**src/rtl/io_line_pkg.sv**
```systemverilog
// Shared sizing helpers for the kfpga IO line.
// The bitstream generator uses the same derivations.
package io_line_pkg;

  function automatic int unsigned clog2(input int unsigned n);
    int unsigned r;
    r = 0;
    while ((32'd1 << r) < n) r++;
    return r;
  endfunction

  // Per tile: each pad has an IC selector plus a reg-mode bit.
  // Each wire has an IO selector.
  function automatic int unsigned cfg_per_tile(input int unsigned io_per_tile,
                                               input int unsigned ic_per_tile);
    return io_per_tile * (clog2(ic_per_tile) + 1) + ic_per_tile * clog2(io_per_tile);
  endfunction

  function automatic int unsigned cfg_total(input int unsigned tiles,
                                            input int unsigned io_per_tile,
                                            input int unsigned ic_per_tile);
    return tiles * cfg_per_tile(io_per_tile, ic_per_tile);
  endfunction

endpackage

```
**src/rtl/io_tile_cfg.sv**
```systemverilog
// One IO tile: pad/wire source muxes and the optional pad output registers.
// The tile is driven from its slice of the committed configuration.
module io_tile_cfg
  import io_line_pkg::*;
#(
  parameter int unsigned IO_PER_TILE = 4,
  parameter int unsigned IC_PER_TILE = 6
) (
  input  logic                                           clock,
  input  logic                                           reset,
  input  logic [cfg_per_tile(IO_PER_TILE, IC_PER_TILE)-1:0] cfg,
  input  logic [IO_PER_TILE-1:0]                         data_from_io,
  output logic [IO_PER_TILE-1:0]                         data_to_io,
  input  logic [IC_PER_TILE-1:0]                         data_from_ic,
  output logic [IC_PER_TILE-1:0]                         data_to_ic
);

  localparam int unsigned SEL_IC   = clog2(IC_PER_TILE);
  localparam int unsigned SEL_IO   = clog2(IO_PER_TILE);
  localparam int unsigned WIRE_LSB = IO_PER_TILE * (SEL_IC + 1);

  for (genvar p = 0; p < IO_PER_TILE; p++) begin : g_pad
    logic [SEL_IC-1:0] sel;
    logic              reg_mode;
    logic              src;
    logic              pad_q;

    assign sel      = cfg[p*(SEL_IC+1) +: SEL_IC];
    assign reg_mode = cfg[p*(SEL_IC+1) + SEL_IC];

    // Selector codes past the last wire fall through to 0.
    always_comb begin
      src = 1'b0;
      for (int i = 0; i < IC_PER_TILE; i++) begin
        if (sel == SEL_IC'(i)) src = data_from_ic[i];
      end
    end

    always_ff @(posedge clock or posedge reset) begin
      if (reset) pad_q <= 1'b0;
      else       pad_q <= src;
    end

    assign data_to_io[p] = reg_mode ? pad_q : src;
  end

  for (genvar w = 0; w < IC_PER_TILE; w++) begin : g_wire
    logic [SEL_IO-1:0] sel;

    assign sel = cfg[WIRE_LSB + w*SEL_IO +: SEL_IO];

    always_comb begin
      data_to_ic[w] = 1'b0;
      for (int i = 0; i < IO_PER_TILE; i++) begin
        if (sel == SEL_IO'(i)) data_to_ic[w] = data_from_io[i];
      end
    end
  end

endmodule

```
**src/rtl/io_line_cfg.sv**
```systemverilog
// Row of IO tiles with a daisy-chainable serial config chain.
// Config is committed atomically once the last bit has arrived.
module io_line_cfg
  import io_line_pkg::*;
#(
  parameter int unsigned TILES       = 3,
  parameter int unsigned IO_PER_TILE = 4,
  parameter int unsigned IC_PER_TILE = 6
) (
  input  logic                           clock,
  input  logic                           reset,
  input  logic                           config_start,
  input  logic                           config_valid,
  input  logic                           config_in,
  output logic                           config_out,
  output logic                           config_done,
  input  logic [TILES*IO_PER_TILE-1:0]   data_from_io,
  output logic [TILES*IO_PER_TILE-1:0]   data_to_io,
  input  logic [TILES*IC_PER_TILE-1:0]   data_from_ic,
  output logic [TILES*IC_PER_TILE-1:0]   data_to_ic
);

  localparam int unsigned CFG_PER_TILE = cfg_per_tile(IO_PER_TILE, IC_PER_TILE);
  localparam int unsigned CFG_TOTAL    = cfg_total(TILES, IO_PER_TILE, IC_PER_TILE);
  localparam int unsigned CNT_W        = clog2(CFG_TOTAL + 1);
  localparam logic [CNT_W-1:0] CNT_MAX = CNT_W'(CFG_TOTAL);

  logic [CFG_TOTAL-1:0] chain_q, chain_d, active_q;
  logic [CNT_W-1:0]     count_q;
  logic                 done_q;

  assign chain_d = {config_in, chain_q[CFG_TOTAL-1:1]};

  // The active register is only written on the bit that completes a load.
  // It is left alone by config_start, so routing holds steady during a reload.
  always_ff @(posedge clock or posedge reset) begin
    if (reset) begin
      chain_q  <= '0;
      active_q <= '0;
      count_q  <= '0;
      done_q   <= 1'b0;
    end else begin
      if (config_valid) chain_q <= chain_d;
      if (config_start) begin
        count_q <= config_valid ? CNT_W'(1) : '0;
        done_q  <= 1'b0;
      end else if (config_valid && (count_q != CNT_MAX)) begin
        count_q <= count_q + CNT_W'(1);
        if (count_q == CNT_MAX - CNT_W'(1)) begin
          active_q <= chain_d;
          done_q   <= 1'b1;
        end
      end
    end
  end

  assign config_out  = chain_q[0];
  assign config_done = done_q;

  for (genvar t = 0; t < TILES; t++) begin : g_tile
    io_tile_cfg #(
      .IO_PER_TILE(IO_PER_TILE),
      .IC_PER_TILE(IC_PER_TILE)
    ) u_tile (
      .clock       (clock),
      .reset       (reset),
      .cfg         (active_q[t*CFG_PER_TILE +: CFG_PER_TILE]),
      .data_from_io(data_from_io[t*IO_PER_TILE +: IO_PER_TILE]),
      .data_to_io  (data_to_io[t*IO_PER_TILE +: IO_PER_TILE]),
      .data_from_ic(data_from_ic[t*IC_PER_TILE +: IC_PER_TILE]),
      .data_to_ic  (data_to_ic[t*IC_PER_TILE +: IC_PER_TILE])
    );
  end

endmodule
```
**config.mk**
```make
export PLATFORM = sky130hd
export DESIGN_NAME = io_line_cfg
export DESIGN_NICKNAME = d
export VERILOG_FILES = /design/src/rtl/io_line_pkg.sv /design/src/rtl/io_tile_cfg.sv /design/src/rtl/io_line_cfg.sv
export SDC_FILE = /design/constraint.sdc
export NUM_CORES = 1
export LEC_CHECK = 0
export CAP_MARGIN = 20
export CORE_MARGIN = 2
export CORE_UTILIZATION = 40
export CTS_BUF_LIST = sky130_fd_sc_hd__clkbuf_8 sky130_fd_sc_hd__clkbuf_16
export CTS_CLUSTER_SIZE = 16
export DETAILED_ROUTE_END_ITERATION = 8
export RECOVER_POWER = 50
export SLEW_MARGIN = 15
export SYNTH_ARGS = -nofsm -noshare
export SYNTH_HDL_FRONTEND = slang
export SYNTH_SLANG_ARGS = --single-unit
```
**constraint.sdc**
```tcl
create_clock -name clock -period 5.7 [get_ports clock]
set_clock_uncertainty 0.05 [all_clocks]
set_input_delay 0.855 -clock clock [delete_from_list [all_inputs] [get_ports clock]]
set_output_delay 0.855 -clock clock [all_outputs]
set_load 0.01 [all_outputs]
```
**After elaboration in Yosys (flattened, before gate mapping)**

Index checks and enable logic that the tools add are counted.

- Register bits after elaboration: 188
- Bits in latches: 0
- Memory bits (writable): 0
- ROM bits: 0
- Input port bits: 35
- Output and inout port bits: 32
- Logic and storage cells: 331
- Memories kept: 0

- Add/subtract/negate cells: 1
- Multiply operators: 0
- Divide/modulo/power cells: 0
- $lt $le $gt $ge: 0
- Eq/ne operators: 116
- Shifts and indexed selects: 0
- Muxes and demuxes: 162
- Bitwise gates (word level): 1
- Reduce and logical (&&, ||, !) cells: 35

Operators by type and width:

| operator | number |
|---|---|
| 2-to-1 mux 1 bit | 160 |
| == test 2 bit (second input constant) | 36 |
| == test 3 x 2 -> 1 bit (second input constant) | 24 |
| == test 3 bit (second input constant) | 24 |
| == test 2 x 1 -> 1 bit (second input constant) | 18 |
| == test 3 x 1 -> 1 bit (second input constant) | 12 |
| logical NOT 2 bit | 18 |
| logical NOT 3 bit | 12 |
| 2-to-1 mux 7 bit | 2 |
| adder 7 x 1 -> 7 bit (second input constant) | 1 |
| == test 7 bit (second input constant) | 1 |
| != test 7 bit (second input constant) | 1 |
| nonzero test 2 bit | 2 |
| AND reduction 3 bit | 1 |
| AND reduction 2 bit | 1 |
| logical AND 1 bit | 1 |
| NOT 1 bit | 1 |

**Longest topological paths before layout**

- Depth after elaboration: 8
- Mapped depth: 5

**Modules after synthesis**

Synthesis repeated with hierarchy kept, for this count alone.

- Cell total of the unflattened synthesis: 514
- Area total of the unflattened synthesis: 8436.8 um^2

Modules (own cells, without submodules):

| module | times used | cells an instance | area an instance (um^2) |
|---|---|---|---|
| io_line_cfg | 1 | 409 | 6894.1 |
| io_tile_cfg | 3 | 35 | 514.2 |

**Least setup slack after synthesis**

No wires, ideal clock.

- Path kind: in2out
- From: in data_from_ic[3]
- To: out data_to_io[0]
- Data arrival time: 1.714 ns
- Data required time: 4.795 ns
- Slack: 3.081 ns
- Cell stages on the path: 3
- Path buffers: 0
- Path through: mux4_2 o2bb2ai_1 mux2_2

- Longest elaborated chain between the ends: 4

RTL lines:

| what | RTL line | source |
|---|---|---|
| from (decl) | io_line_cfg.sv:19 | `input logic [TILES*IC_PER_TILE-1:0] data_from_ic,` |
| 2-to-1 mux 1 bit (3 in series) | io_tile_cfg.sv:35 | `if (sel == SEL_IC'(i)) src = data_from_ic[i];` |
| named net g_tile[0].u_tile.g_pad[0].src | io_tile_cfg.sv:25 | `logic src;` |
| 2-to-1 mux 1 bit | io_tile_cfg.sv:44 | `assign data_to_io[p] = reg_mode ? pad_q : src;` |
| to (decl) | io_line_cfg.sv:18 | `output logic [TILES*IO_PER_TILE-1:0] data_to_io,` |

The timed path passes the listed nets, and every way through them passes these cells.

**Worst setup path after layout**

- From: in config_valid
- To: reg count_q[5]

- Longest elaborated chain between the ends: 2

RTL lines:

| what | RTL line | source |
|---|---|---|
| from (decl) | io_line_cfg.sv:13 | `input logic config_valid,` |
| logical AND 1 bit | io_line_cfg.sv:47 | `end else if (config_valid && (count_q != CNT_MAX)) begin` |
| nonzero test 2 bit (no line) | - |  |
| to (signal assigned) | io_line_cfg.sv:45 | `count_q <= config_valid ? CNT_W'(1) : '0;` |
| to (signal assigned) | io_line_cfg.sv:48 | `count_q <= count_q + CNT_W'(1);` |
| to (decl) | io_line_cfg.sv:29 | `logic [CNT_W-1:0] count_q;` |

No other way between the ends.
A chain may end at the register's enable or synchronous reset.

==> summary.txt <==
Critical path
  • CP Depth: 4
  • Worst Path Buf+Inv: 1
  • Crit-path leading delay family: buffers and inverters
  • R2r worst-path depth: 4
  • Critical Path Start Type: primary input
  • Slowest CP cell: clkbuf_1
  • Critical path data arrival time: 4.50 ns
  • Worst reg-to-reg setup slack: 3.57 ns
  • Critical path class: in2reg
  • R2R Path Start: count_q[0]
  • Max incr delay on CP: 2.36 ns
  • Worst setup path endpoint: count_q[5]
  • Cell Chain, Critical Path: clkbuf_1, nand4_1, or3_1, a21oi_1
  • Crit end category: register
  • Worst reg2reg path endpoint: active_q[51]
  • Required @ worst endpoint: 6.00 ns
  • Crit path launch: config_valid
  • Maximum fanout along the worst path: 64

Logic synthesis
  • Area share of the largest cell type after synthesis: 0.5654
  • Share of flip-flops with an asynchronous set or reset: 1.000
  • Syn avg cell area: 16.44 um2
  • Mapped Nets: 543
  • Post-synth EDFFs: 0
  • Top cells by area, synth: dfrtp_1 (57%), mux2_2 (18%), mux2_4 (8.8%)
  • Main synth FF type: dfrtp_1
  • Yosys warning count: 0
  • Syn Std Cell Area: 0.008320 mm2
  • Seq/Total Area, Yosys: 0.5654
  • Synth cell types: 26
  • Synthesized flop and latch total: 188
  • Post-Syn Instances: 506
  • Area leader, netlist: dfrtp_1

Timing
  • Worst-margin pin slew: 3.419 ns
  • RSZ-0062 raised after global routing: no
  • Pins over their slew limit: 254
  • Period minus WS final: 4.199 ns
  • Final Hold Viols: 0
  • Fin crit share: 0.7367
  • Achievable Freq: 238.1 MHz
  • TNS Setup: 0 ns
  • Worst rel slew slack: -1.279
  • Setup violators final: 0

Final layout
  • Final instance area: 0.009746 mm2
  • Antenna diodes: 0
  • Share of layout cells above drive strength 1: 0.4191
  • Fillers: 1,771
  • Final nets: 612
  • Area Overhead vs Synth: 17.13%

Pwr
  • Total chip power: 2803 uW
  • Max VDD drop: 0.2059 mV
  • Pwr per Cell Area: 287.6 mW/mm2
  • Leak: 0.004527 uW

CTS
  • Root Driver: clkbuf_16
  • Clock latency at the later pin of the worst-skew pair: 0.43 ns
  • H-tree levels: 4
  • Hold buffers post-CTS: 0
  • TritonCTS buffer count: 17
  • Clk sinks: 188
  • Post-CTS Setup Inserts: 0
  • Cts repair resizes: 0
  • Max Root-Sink Buffers: 2
  • CTS clk-pin slew, worst paths: 0.07 ns
  • CTS tree: done

Global routing
  • Largest net degree at the start of global routing: 189
  • Antenna violations before repair: 0
  • Grt total ovfl: 0
  • Vias in the first global route: 4,722
  • GR Util All Layers: 0.1376
  • First-pass GRT wire length: 24,140 um

Detailed routing
  • Wire length per cell: 16.14 um
  • Routed wire length: 13,840 um
  • Vias per cell: 5.086
  • DRT Pass-1 Iters: 4
  • Post-DRT Antenna Nets: 0
  • Via count: 4,359
  • Drc violations: 0
  • DRT iter0 DRCs: 202

Placed design
  • Port Buffers: 66
  • DP HPWL: 8754 um
  • Gpl congestion: 0.7529
  • DP Area: 0.009238 mm2

Die
  • Initial core utilization: 0.4099
  • Die Y: 148.2 um
  • Die area: 0.02197 mm2
  • Core Area: 0.02030 mm2
  • Rows: 52
  • Die W: 148.2 um
  • Ports: 67

Hold path
  • Min-Delay Path Class: reg2reg

Run status
  • Failing checks: max-capacitance violations, max-slew violations
  • Outcome: complete, but fails checks

Run
  • Max cap viols: 2
-- power breakdown --
group	switching, uW	internal (uW)
registers	68.2	1430
logic	96.6	142
clock network	509	557
total	674	2130
-- cell usage after synthesis, drive strengths merged (3+ instances only) --
master	n
a21oi	7
inv	17
nand4	4
mux2i	13
nand2b	14
buf	17
mux4	30
nand2	3
mux2	180
o21ai	3
o2bb2ai	12
clkbuf	3
dfrtp	188
-- cell type report --
cell class                 instances  area, um2  area share
clock inverter                    14      98.84     0.01014
sequential                       188       4705      0.4827
multi-input combinational        281       3427      0.3516
timing repair buffer              70      684.4     0.07023
tap                              270      337.8     0.03466
inverter                          17      67.56    0.006933
clock buffer                      17      425.4     0.04365
-- registers in the layout, summed over array words and instances, names as in the netlist --
| register | cells |
|---|---|
| count_q | 7 |
| active_q | 84 |
| g_tile.u_tile.g_pad.pad_q | 12 |
| config_done | 1 |
| chain_q | 84 |
-- cell families (layout without fill, tap and decap cells) --
logic type,count (synthesis),in the layout,share of synthesized area
AOI/OAI and AO/OA,24,24,0.02075
DFF,188,188,0.5654
and+or+nand+nor,31,31,0.02346
xor gates and xnor gates,1,1,0.001053
buffers and inverters,37,118,0.02376
muxes,223,223,0.3626
adders and majority gates,2,2,0.003007
-- metrics by stage --
stage	hold WS [ns]	util	cells	worst slack, ns
2_1_floorplan	0.4377	-	506	2.375
3_3_place_gp	0.4457	0.4551	826	2.067
3_5_place_dp	0.4540	0.4551	826	2.046
4_1_cts	0.4685	0.4809	857	2.049
5_1_grt	0.4855	0.4801	857	1.006
6_report	0.4604	0.4801	857	1.501
-- cells in the final DEF, fill, tap and decap left out, types with 7 or more instances in the layout --
cell type / instances
a21oi_1: 7
clkbuf_16: 17
clkdlybuf4s50_1: 61
dfrtp_1: 188
inv_1: 18
mux2_2: 131
mux2_4: 49
mux2i_1: 13
mux4_2: 30
nand2b_1: 14
o2bb2ai_1: 12
-- layer usage --
metal  track usage  share of wire  vias up
met4       0.05000          0.015        0
met3       0.03313          0.031       17
met2        0.2137           0.48       60
li1              -              -     2011
met1        0.1897           0.48     2271
met5             0              0        -
-- worst min-delay path by stage --
stage | startpoint | end | slack (ns) | cells after the start
2_1_floorplan | active_q[79] | active_q[79] | 0.44 | 1
5_1_grt | chain_q[9] | active_q[8] | 0.49 | 1
3_3_place_gp | chain_q[0] | chain_q[0] | 0.45 | 1
4_1_cts | chain_q[0] | chain_q[0] | 0.47 | 1
3_5_place_dp | chain_q[0] | chain_q[0] | 0.45 | 1
6_report | chain_q[0] | chain_q[0] | 0.46 | 1
No activity file was read; power rests on OpenSTA's default activity.
